$ cat src/rtl/cla_add_sequencer_if.sv
// Operand/result handshake bundle between two requesters, the CLA sequencer and its consumer.
interface cla_add_sequencer_if #(
    parameter int unsigned WIDTH = 32
);
    logic             req0_valid;
    logic             req0_ready;
    logic [WIDTH-1:0] req0_a;
    logic [WIDTH-1:0] req0_b;
    logic             req0_cin;

    logic             req1_valid;
    logic             req1_ready;
    logic [WIDTH-1:0] req1_a;
    logic [WIDTH-1:0] req1_b;
    logic             req1_cin;

    logic             res_valid;
    logic             res_ready;
    logic [WIDTH-1:0] res_sum;
    logic             res_cout;
    logic             res_ovf;
    logic             res_id;

    logic             busy;

    // Producer/consumer side
    modport master (
        output req0_valid, req0_a, req0_b, req0_cin,
        output req1_valid, req1_a, req1_b, req1_cin,
        output res_ready,
        input  req0_ready, req1_ready,
        input  res_valid, res_sum, res_cout, res_ovf, res_id, busy
    );

    // Sequencer side
    modport slave (
        input  req0_valid, req0_a, req0_b, req0_cin,
        input  req1_valid, req1_a, req1_b, req1_cin,
        input  res_ready,
        output req0_ready, req1_ready,
        output res_valid, res_sum, res_cout, res_ovf, res_id, busy
    );
endinterface

$ cat src/rtl/cla_add_sequencer.sv
// Byte-serial WIDTH-bit adder: two round-robin requesters share one 8-bit carry-lookahead slice.
module cla_add_sequencer #(
    parameter int unsigned WIDTH = 32
) (
    input  logic                  clk,
    input  logic                  rst_n,
    cla_add_sequencer_if.slave    bus
);
    localparam int unsigned NBYTES = WIDTH / 8;
    localparam int unsigned IDX_W  = (NBYTES > 1) ? $clog2(NBYTES) : 1;
    localparam logic [IDX_W-1:0] LAST_IDX = IDX_W'(NBYTES - 1);

    typedef enum logic [1:0] {
        S_IDLE = 2'd0,
        S_ADD  = 2'd1,
        S_DONE = 2'd2
    } state_e;

    state_e           state_q, state_d;
    logic [WIDTH-1:0] a_q, a_d;
    logic [WIDTH-1:0] b_q, b_d;
    logic [WIDTH-1:0] sum_q, sum_d;
    logic [IDX_W-1:0] idx_q, idx_d;
    logic             carry_q, carry_d;
    logic             cout_q, cout_d;
    logic             ovf_q, ovf_d;
    logic             id_q, id_d;
    logic             ptr_q, ptr_d;

    logic             gnt0_c, gnt1_c;
    logic [7:0]       a_byte_c, b_byte_c;
    logic [8:0]       slice_c;

    // 8-bit carry-lookahead slice: every carry is a flat sum of generate/propagate products
    function automatic logic [8:0] cla8(input logic [7:0] a, input logic [7:0] b, input logic ci);
        logic [7:0] g;
        logic [7:0] p;
        logic [8:0] c;
        logic       pp;
        g    = a & b;
        p    = a ^ b;
        c    = '0;
        c[0] = ci;
        for (int i = 0; i < 8; i++) begin
            c[i+1] = g[i];
            pp     = p[i];
            for (int j = i - 1; j >= 0; j--) begin
                c[i+1] = c[i+1] | (pp & g[j]);
                pp     = pp & p[j];
            end
            c[i+1] = c[i+1] | (pp & ci);
        end
        return {c[8], p ^ c[7:0]};
    endfunction

    // Next-state, arbitration and byte-slice datapath
    always_comb begin
        state_d  = state_q;
        a_d      = a_q;
        b_d      = b_q;
        sum_d    = sum_q;
        idx_d    = idx_q;
        carry_d  = carry_q;
        cout_d   = cout_q;
        ovf_d    = ovf_q;
        id_d     = id_q;
        ptr_d    = ptr_q;
        gnt0_c   = 1'b0;
        gnt1_c   = 1'b0;
        a_byte_c = '0;
        b_byte_c = '0;
        slice_c  = '0;

        case (state_q)
            S_IDLE: begin
                if (!ptr_q) begin
                    gnt0_c = bus.req0_valid;
                    gnt1_c = !bus.req0_valid && bus.req1_valid;
                end else begin
                    gnt1_c = bus.req1_valid;
                    gnt0_c = !bus.req1_valid && bus.req0_valid;
                end
                if (gnt0_c) begin
                    a_d     = bus.req0_a;
                    b_d     = bus.req0_b;
                    carry_d = bus.req0_cin;
                    id_d    = 1'b0;
                    ptr_d   = 1'b1;
                end else if (gnt1_c) begin
                    a_d     = bus.req1_a;
                    b_d     = bus.req1_b;
                    carry_d = bus.req1_cin;
                    id_d    = 1'b1;
                    ptr_d   = 1'b0;
                end
                if (gnt0_c || gnt1_c) begin
                    idx_d   = '0;
                    state_d = S_ADD;
                end
            end

            S_ADD: begin
                for (int k = 0; k < NBYTES; k++) begin
                    if (idx_q == IDX_W'(k)) begin
                        a_byte_c = a_q[8*k +: 8];
                        b_byte_c = b_q[8*k +: 8];
                    end
                end
                slice_c = cla8(a_byte_c, b_byte_c, carry_q);
                for (int k = 0; k < NBYTES; k++) begin
                    if (idx_q == IDX_W'(k)) begin
                        sum_d[8*k +: 8] = slice_c[7:0];
                    end
                end
                carry_d = slice_c[8];
                idx_d   = idx_q + IDX_W'(1);
                if (idx_q == LAST_IDX) begin
                    // slice_c[7] is sum bit WIDTH-1 on the last byte
                    cout_d  = slice_c[8];
                    ovf_d   = (a_q[WIDTH-1] == b_q[WIDTH-1]) && (slice_c[7] != a_q[WIDTH-1]);
                    state_d = S_DONE;
                end
            end

            S_DONE: begin
                if (bus.res_ready) begin
                    state_d = S_IDLE;
                end
            end

            default: begin
                state_d = S_IDLE;
            end
        endcase
    end

    // State and datapath registers with synchronous active-low reset
    always_ff @(posedge clk) begin
        if (!rst_n) begin
            state_q <= S_IDLE;
            a_q     <= '0;
            b_q     <= '0;
            sum_q   <= '0;
            idx_q   <= '0;
            carry_q <= 1'b0;
            cout_q  <= 1'b0;
            ovf_q   <= 1'b0;
            id_q    <= 1'b0;
            ptr_q   <= 1'b0;
        end else begin
            state_q <= state_d;
            a_q     <= a_d;
            b_q     <= b_d;
            sum_q   <= sum_d;
            idx_q   <= idx_d;
            carry_q <= carry_d;
            cout_q  <= cout_d;
            ovf_q   <= ovf_d;
            id_q    <= id_d;
            ptr_q   <= ptr_d;
        end
    end

    // Readys follow the IDLE grant; result flags decode the state register
    assign bus.req0_ready = gnt0_c;
    assign bus.req1_ready = gnt1_c;
    assign bus.res_valid  = (state_q == S_DONE);
    assign bus.busy       = (state_q != S_IDLE);
    assign bus.res_sum    = sum_q;
    assign bus.res_cout   = cout_q;
    assign bus.res_ovf    = ovf_q;
    assign bus.res_id     = id_q;

endmodule

$ cat src/flat_wrapper.sv
// flat-port wrapper written by rule: the top's interface ports become plain ports
module cla_add_sequencer_flat 
#(
    parameter int unsigned WIDTH = 32
)
  (clk, rst_n, bus_req0_valid, bus_req0_a, bus_req0_b, bus_req0_cin, bus_req1_valid, bus_req1_a, bus_req1_b, bus_req1_cin, bus_res_ready, bus_req0_ready, bus_req1_ready, bus_res_valid, bus_res_sum, bus_res_cout, bus_res_ovf, bus_res_id, bus_busy);
  cla_add_sequencer_if #(.WIDTH(WIDTH)) bus_i ();
  input  logic clk;
  input  logic rst_n;
  input wire logic [$bits(bus_i.req0_valid)-1:0] bus_req0_valid;
  input wire logic [$bits(bus_i.req0_a)-1:0] bus_req0_a;
  input wire logic [$bits(bus_i.req0_b)-1:0] bus_req0_b;
  input wire logic [$bits(bus_i.req0_cin)-1:0] bus_req0_cin;
  input wire logic [$bits(bus_i.req1_valid)-1:0] bus_req1_valid;
  input wire logic [$bits(bus_i.req1_a)-1:0] bus_req1_a;
  input wire logic [$bits(bus_i.req1_b)-1:0] bus_req1_b;
  input wire logic [$bits(bus_i.req1_cin)-1:0] bus_req1_cin;
  input wire logic [$bits(bus_i.res_ready)-1:0] bus_res_ready;
  output wire logic [$bits(bus_i.req0_ready)-1:0] bus_req0_ready;
  output wire logic [$bits(bus_i.req1_ready)-1:0] bus_req1_ready;
  output wire logic [$bits(bus_i.res_valid)-1:0] bus_res_valid;
  output wire logic [$bits(bus_i.res_sum)-1:0] bus_res_sum;
  output wire logic [$bits(bus_i.res_cout)-1:0] bus_res_cout;
  output wire logic [$bits(bus_i.res_ovf)-1:0] bus_res_ovf;
  output wire logic [$bits(bus_i.res_id)-1:0] bus_res_id;
  output wire logic [$bits(bus_i.busy)-1:0] bus_busy;
  assign bus_i.req0_valid = bus_req0_valid;
  assign bus_i.req0_a = bus_req0_a;
  assign bus_i.req0_b = bus_req0_b;
  assign bus_i.req0_cin = bus_req0_cin;
  assign bus_i.req1_valid = bus_req1_valid;
  assign bus_i.req1_a = bus_req1_a;
  assign bus_i.req1_b = bus_req1_b;
  assign bus_i.req1_cin = bus_req1_cin;
  assign bus_i.res_ready = bus_res_ready;
  assign bus_req0_ready = bus_i.req0_ready;
  assign bus_req1_ready = bus_i.req1_ready;
  assign bus_res_valid = bus_i.res_valid;
  assign bus_res_sum = bus_i.res_sum;
  assign bus_res_cout = bus_i.res_cout;
  assign bus_res_ovf = bus_i.res_ovf;
  assign bus_res_id = bus_i.res_id;
  assign bus_busy = bus_i.busy;
  cla_add_sequencer #(.WIDTH(WIDTH)) u_core (.clk(clk), .rst_n(rst_n), .bus(bus_i));
endmodule
$ cat config.mk
export PLATFORM = sky130hd
export DESIGN_NAME = cla_add_sequencer_flat
export DESIGN_NICKNAME = d
export VERILOG_FILES = /design/src/rtl/cla_add_sequencer_if.sv /design/src/rtl/cla_add_sequencer.sv /design/src/flat_wrapper.sv
export SDC_FILE = /design/constraint.sdc
export NUM_CORES = 1
export LEC_CHECK = 0
export BUFFER_PORTS_ARGS = -buffer_cell sky130_fd_sc_hd__clkbuf_2
export CAP_MARGIN = 20
export CORE_ASPECT_RATIO = 1.2
export CORE_MARGIN = 3
export CORE_UTILIZATION = 43
export CTS_BUF_LIST = sky130_fd_sc_hd__clkbuf_8 sky130_fd_sc_hd__clkbuf_16
export DETAILED_ROUTE_END_ITERATION = 16
export PLACE_DENSITY_LB_ADDON = 0.05
export SLEW_MARGIN = 20
export SYNTH_ARGS = -nofsm -noshare
export SYNTH_HDL_FRONTEND = slang
export SYNTH_SLANG_ARGS = --single-unit
$ cat constraint.sdc
create_clock -name clk -period 3.1 [get_ports clk]
set_input_delay 0.31 -clock clk [delete_from_list [all_inputs] [get_ports clk]]
set_output_delay 0.31 -clock clk [all_outputs]
set_load 0.05 [all_outputs]
Word-level counts from Yosys, hierarchy flattened

Cells that the tools add are included.

Bits in registers: 105
Output and inout port bits: 39
Logic and storage cells: 180

Add/subtract/negate cells: 1
Equal/unequal tests: 11
Multiplexer cells: 33
Bitwise operators: 103
Reduce and logical (&&, ||, !) cells: 19

Operators with widths:

| operator                                            | number |
|---|---|
| 2-to-1 mux 32 bit                                   | 4 |
| 2-to-1 mux 8 bit                                    | 10 |
| bitwise AND 1 bit                                   | 64 |
| OR 1 bit                                            | 36 |
| bitwise XOR 8 bit                                   | 2 |
| AND reduction 2 bit                                 | 7 |
| 2-to-1 mux 1 bit                                    | 12 |
| bitwise AND 8 bit                                   | 1 |
| 2-to-1 mux 2 bit                                    | 4 |
| equality test 2 bit, second input constant          | 3 |
| case mux 2 bit (3 select lines)                     | 1 |
| nonzero test 2 bit                                  | 3 |
| equality test 2 x 1 -> 1 bit, second input constant | 2 |
| zero test 2 bit                                     | 2 |
| != test 2 x 1 -> 1 bit, second input constant       | 2 |
| case mux 2 bit (2 select lines)                     | 1 |
| logical AND 1 bit                                   | 3 |
| != test 3 x 1 -> 1 bit, second input constant       | 1 |
| AND reduction 3 bit                                 | 1 |
| adder 2 x 1 -> 2 bit, second input constant         | 1 |
| zero test 1 bit                                     | 2 |
| != test 2 bit, second input constant                | 1 |
| case mux 1 bit (2 select lines)                     | 1 |
| equality test 1 bit                                 | 1 |
| other kinds (2)                                     | 2 |

Longest topological paths before layout

Depth after elaboration: 18
Gate-level depth with buffers: 14
Depth with buffers taken out: 12

Least setup slack after synthesis

Ideal clock, no wire load.

Path kind: flip-flop to flip-flop
From: register u_core.idx_q[0]
To: register u_core.sum_q[13], in the netlist u_core.bus.res_sum[13]
Setup time: 115 ps
Arrival: 2866 ps
Setup slack: 119 ps
Stages on the path, launching flop included: 15
Buffers on the path: 2
Cells stage by stage: dfxtp_1 > inv_1 > ha_1 > buf_2 > clkbuf_1 > nand3b_1 > a21oi_1 > a21oi_1 > o21ai_0 > ha_1 > a211o_1 > a2111o_1 > nand4_1 > o21ai_1 > and2_1

Cells in the longest elaborated chain, start to end: 14
Elaborated cells between the ends (all ways): 32

Ends and longest elaborated chain:

| element                                                | RTL line                                         | text |
|---|---|---|
| start: declaration                                     | cla_add_sequencer.sv:23                          | `logic [IDX_W-1:0] idx_q, idx_d;` |
| start signal: assignment                               | cla_add_sequencer.sv:155                         | `idx_q <= idx_d;` |
| zero test 2 bit                                        | cla_add_sequencer.sv:104                         | `if (idx_q == IDX_W'(k)) begin` |
| 2-to-1 mux 8 bit (4 in series)                         | cla_add_sequencer.sv:104                         |  |
| 2-to-1 mux 8 bit                                       | cla_add_sequencer.sv:74                          | `case (state_q)` |
| bitwise XOR 8 bit or bitwise AND 8 bit (tied branches) | cla_add_sequencer.sv:41, cla_add_sequencer.sv:40 |  |
| bitwise AND 1 bit, on equally long branches            | cla_add_sequencer.sv:48, cla_add_sequencer.sv:49 |  |
| OR 1 bit (tied with other cells) (3 in series)         | cla_add_sequencer.sv:48                          | `c[i+1] = c[i+1] \| (pp & g[j]);` |
| OR 1 bit or bitwise AND 1 bit (tied branches)          | cla_add_sequencer.sv:48, cla_add_sequencer.sv:51 |  |
| OR 1 bit                                               | cla_add_sequencer.sv:51                          | `c[i+1] = c[i+1] \| (pp & ci);` |
| bitwise XOR 8 bit                                      | cla_add_sequencer.sv:53                          | `return {c[8], p ^ c[7:0]};` |
| end signal: assignment                                 | cla_add_sequencer.sv:154                         | `sum_q <= sum_d;` |
| end: declaration                                       | cla_add_sequencer.sv:22                          | `logic [WIDTH-1:0] sum_q, sum_d;` |

Several ways; a longest one is shown, not always the timed one. The select of a mux whose other input is x is not followed.
A chain may end at the register's enable or synchronous reset.

Worst setup path after layout

From: register u_core.idx_q[1]
To: register u_core.sum_q[13], in the netlist u_core.bus.res_sum[13]

Same word-level chain as after synthesis.

==> metrics.sh <==
STATUS='finished, final reports clean'
DIE-AREA_UM2=13510
SYNTH_CELL_TYPES=52
CTS.SINK_COUNT=105
POST_ROUTE_CELLS_DRIVE_ABOVE_1_SHARE_PCT=31.79
CRITICAL_PATH.STARTPOINT_TYPE='flip-flop'
MIN_PERIOD_NS=2.898
PLACE.PORT_BUFFERS=173
NNETSFINAL=876
SHARE_CLK_OF_TOTAL_POWER_PCT=33.5
CTS_ROOT_BUF='sky130_fd_sc_hd__clkbuf_16'
DETAIL_ROUTE.ITER0.VIOLATIONS=364
CTS.PATH.MAX_BUFFERS=2
CRIT_CHAIN='inv_1 -> ha_1 -> buf_12 -> nand3b_1 -> a21oi_2 -> a21oi_1 -> o21ai_1 -> ha_1 -> o21a_2 -> a2111o_1 -> nand4_1 -> o21ai_1 -> and2_1'
PLACEMENT_ROWS=43
DR_TOTAL_VIAS=4913
POST_SYNTH.CELL_AREA_AVG_UM2=9.051
CP_SLOWEST_CELL='sky130_fd_sc_hd__a2111o_1'
ROUTED_WIRELENGTH_UM=15010
MIN-DELAY-PATH-CLASS='in2reg'
ROUTEDWLPERCELL_UM=16.87
TRITONCTS='yes'
REG2REG_TO='u_core.bus.res_sum[13]'
AREA_GROWTH_SYN_TO_LAYOUT_PCT=24.92
NUMBER_OF_ANTENNA_VIOLATIONS_AT_THE_FIRST_CHECK_IN_GLOBAL_ROUTING=0
VDD_DROP_MAX_mV=0.3517
TRACK_USAGE_PCT=21.79
NFILLCELLS=1141
FINALSETUPVIOLATIONS=0
LEAKAGE_nW=2.907
VIAS_IN_THE_FIRST_GLOBAL_ROUTE=4783
INSERTION_DELAY_NS=0.34
TIMING.HOLD.WORST_ENDPOINT='u_core.b_q[20]'
FINALHOLDWORSTSLACK_NS=0.2445
PWR-SHARE-SEQ_PCT=44.0
VIAS_PER_CELL=5.520
HOLDPATHSTAGES=3
REPORT.POWER.TOTAL_mW=3.447
SEQ_AREA_FRAC_SYNTH_PCT=40.25
FINAL_SETUP_MARGIN_NS=0.2024
P_SW_SHARE_PCT=30.16
TIMING.FINAL.HOLD_VIOLATIONS=0
TIMING.CRITICAL_PATH.ARRIVAL_NS=3.14
BOUNDARYPINS=174
SLEW_HEADROOM_PCT=51.41
INTPOWER_mW=2.407
CTS_BUFFERS=9
CLK_SLEW_ON_WORST_S_H_PATHS_NS=0.07
POSTSYNTHNETCOUNT=725
SYNTHFLOPTYPE='sky130_fd_sc_hd__dfxtp_1'
SETUP_TNS_NS=0
FINAL_ANTENNA_NET_COUNT=0
CP_MAX_FO=34
GRT_OVERFLOW=0
WORST-R2R-CELL-COUNT=13
CRITICAL-PATH-TOP-DELAY-FAMILY='compound AO/OA/AOI/OAI gates'
GRT_FIRST_PASS_WIRELENGTH_UM=23640
COMB_POWER_SHARE_PCT=22.5
INITIAL_CORE_UTILIZATION_PCT=44.53
DP_WORST_SETUP_SLACK_NS=0.05294
FINAL_UTIL_PCT=55.62
DRTPASS1ITERATIONS=8
CAP_VIOLATIONS=0
WORST_SLEW_PIN_SLEW_NS=0.7261
CORE_REGION_AREA_UM2=11730
GPL.FINAL_WEIGHTED_CONGESTION=0.8598
POST-CTS-SETUP-BUFFERS=0
POST_SYNTH_INST_COUNT=577
DIE_H_UM=126.7
REG2REG_SLACK_NS=0.20
FINAL_AREA_UM2=6524
NETLIST_AREA_UM2=5223
SWITCHINGPOWER_mW=1.039
POWER_DENSITY_nW_PER_UM2=528.3
LAYOUT.CELLS.NON_FILLER=890
ACHIEVABLE-FREQUENCY_GHz=0.3451
NUMBER_OF_ENABLE_TYPE_REGISTER_CELLS_IN_THE_SYNTHESIZED_NETLIST=0
TIMING.CRITICAL_PATH.SLOWEST_CELL_DELAY_NS=0.41
MIN_PERIOD_OVER_PERIOD_PCT=93.47
DP_AREA_UM2=6172
DP_HPWL_UM=11490
POSTSYNTHREGISTERBITS=105
TIMING.RR.START='u_core.idx_q[1]'
YS_WARN_COUNT=0
CRITICALPATHCATEGORY='reg2reg'
FINAL_MAX_SLEW_VIOL_COUNT=0
CTS-RESIZED-GATES=0
HP-START='bus_req0_b[20]'
DIE_W_UM=106.6
WORST_SETUP_PATH_END_KIND='flip-flop'
ANTENNADIODECOUNT=0
CRITICAL_PATH.N_BUFFERS_INVERTERS=2
HTREE_NUM_LEVELS=3
SYNTH-ASYNC-RESET-RATIO_PCT=0
RSZ0062_AT_GRT='false'
WORST-ENDPOINT-REQUIRED_NS=3.34
DRC=0
PLACED_CELLS=874
WORST_CLOCK_SKEW_NS=0.008379
GRT_MAX_DEGREE=54
MULTIINPUTGATEAREA_UM2=2879
FINAL-SEQ-AREA_UM2=2103
CTS_HOLD_BUFFERS=0
-- cells by family (layout without fill, tap and decap cells) --
group,after synthesis,after routing,share of synthesized area [%]
AO/OA/AOI/OAI,184,184,26.76
XOR/XNOR,3,3,0.5032
adder cells (fa/ha/maj),13,13,3.258
buffers and inverters,55,211,5.582
flip-flops,105,105,40.25
multiplexers,15,15,2.875
AND/OR/NAND/NOR,202,202,20.77
-- synth_stat cells (3+ instances only) --
library cell,number,area share (%)
sky130_fd_sc_hd__a21boi_0,7,1.0
sky130_fd_sc_hd__ha_1,12,2.9
sky130_fd_sc_hd__a21boi_1,3,0.43
sky130_fd_sc_hd__inv_1,3,0.22
sky130_fd_sc_hd__dfxtp_1,105,40
sky130_fd_sc_hd__mux2i_1,15,2.9
sky130_fd_sc_hd__a222oi_1,52,10
sky130_fd_sc_hd__buf_4,4,0.58
sky130_fd_sc_hd__nand2_1,79,5.7
sky130_fd_sc_hd__a21oi_1,42,4.0
sky130_fd_sc_hd__clkbuf_1,30,2.2
sky130_fd_sc_hd__o211a_1,17,3.3
sky130_fd_sc_hd__o21ai_0,27,2.6
sky130_fd_sc_hd__o21ai_1,12,1.2
sky130_fd_sc_hd__a21o_1,3,0.43
sky130_fd_sc_hd__nand3_1,18,1.7
sky130_fd_sc_hd__nor2b_1,59,7.1
sky130_fd_sc_hd__and2_1,13,1.6
sky130_fd_sc_hd__buf_6,8,1.7
sky130_fd_sc_hd__or3_1,4,0.48
sky130_fd_sc_hd__o211ai_1,4,0.58
sky130_fd_sc_hd__nand3b_1,16,2.3
sky130_fd_sc_hd__buf_2,8,0.77
-- power by group through the flow --
stage / registers [mW] / logic [mW] / clock network (mW)
floorplan: 1.57 / 0.485 / 0
global placement: 1.55 / 0.748 / 0
detailed placement: 1.55 / 0.759 / 0
CTS: 1.52 / 0.764 / 1.18
global route: 1.53 / 0.852 / 1.24
finish: 1.52 / 0.775 / 1.15
-- worst max path at each step --
stage               slack (ns)             from  depth (start not counted)                endpoint
floorplan                 0.12  u_core.idx_q[0]                         14  u_core.bus.res_sum[13]
global placement          0.14  u_core.idx_q[1]                         13  u_core.bus.res_sum[13]
detailed placement        0.05  u_core.idx_q[0]                         13  u_core.bus.res_sum[13]
CTS                       0.03  u_core.idx_q[0]                         13  u_core.bus.res_sum[13]
global route             0.009  u_core.idx_q[0]                         13  u_core.bus.res_sum[21]
finish                    0.20  u_core.idx_q[1]                         13  u_core.bus.res_sum[13]
-- per-layer routing --
metal  track usage (%)  wire length [µm]
met5                 0                 0
met4             8.954               443
met3             3.613               748
met2             37.69              7421
met1             26.76              6399
-- registers in the layout, indices dropped and copies added (netlist names) --
name	count
u_core.idx_q	2
u_core.carry_q	1
u_core.ptr_q	1
u_core.bus.res_cout	1
u_core.bus.res_sum	32
u_core.a_q	32
u_core.bus.res_id	1
u_core.b_q	32
u_core.bus.res_ovf	1
u_core.state_q	2
-- area by class of cell --
type / count / area share, %
clock buffer: 9 / 3.452
multi-input combinational: 417 / 44.13
tap: 157 / 3.011
inverter: 5 / 0.2877
sequential: 105 / 32.24
timing repair buffer: 190 / 15.67
clock inverter: 7 / 1.208
-- worst min-delay path: stages --
cell and delay, ns:
sky130_fd_sc_hd__clkbuf_2 0.07, sky130_fd_sc_hd__a222oi_1 0.07, sky130_fd_sc_hd__nor2b_1 0.10
-- layout by cell type (no fill, tap or decap), types with 3 or more instances in the layout --
| cell | instances |
|---|---|
| sky130_fd_sc_hd__a21boi_1 | 3 |
| sky130_fd_sc_hd__inv_1 | 3 |
| sky130_fd_sc_hd__a21o_1 | 3 |
| sky130_fd_sc_hd__nand3_1 | 18 |
| sky130_fd_sc_hd__clkinvlp_4 | 3 |
| sky130_fd_sc_hd__buf_4 | 14 |
| sky130_fd_sc_hd__or3_1 | 4 |
| sky130_fd_sc_hd__a21oi_1 | 40 |
| sky130_fd_sc_hd__nand3b_1 | 16 |
| sky130_fd_sc_hd__o21ai_0 | 23 |
| sky130_fd_sc_hd__nor2b_1 | 59 |
| sky130_fd_sc_hd__o211ai_1 | 4 |
| sky130_fd_sc_hd__dfxtp_1 | 104 |
| sky130_fd_sc_hd__a222oi_1 | 52 |
| sky130_fd_sc_hd__clkbuf_2 | 172 |
| sky130_fd_sc_hd__and2_1 | 13 |
| sky130_fd_sc_hd__clkbuf_16 | 9 |
| sky130_fd_sc_hd__ha_1 | 9 |
| sky130_fd_sc_hd__nand2_1 | 79 |
| sky130_fd_sc_hd__o211a_1 | 17 |
| sky130_fd_sc_hd__o21ai_1 | 15 |
| sky130_fd_sc_hd__ha_2 | 3 |
| sky130_fd_sc_hd__a21boi_0 | 7 |
| sky130_fd_sc_hd__a21oi_2 | 3 |
| sky130_fd_sc_hd__mux2i_1 | 15 |
(Power assumes the default switching activity.)
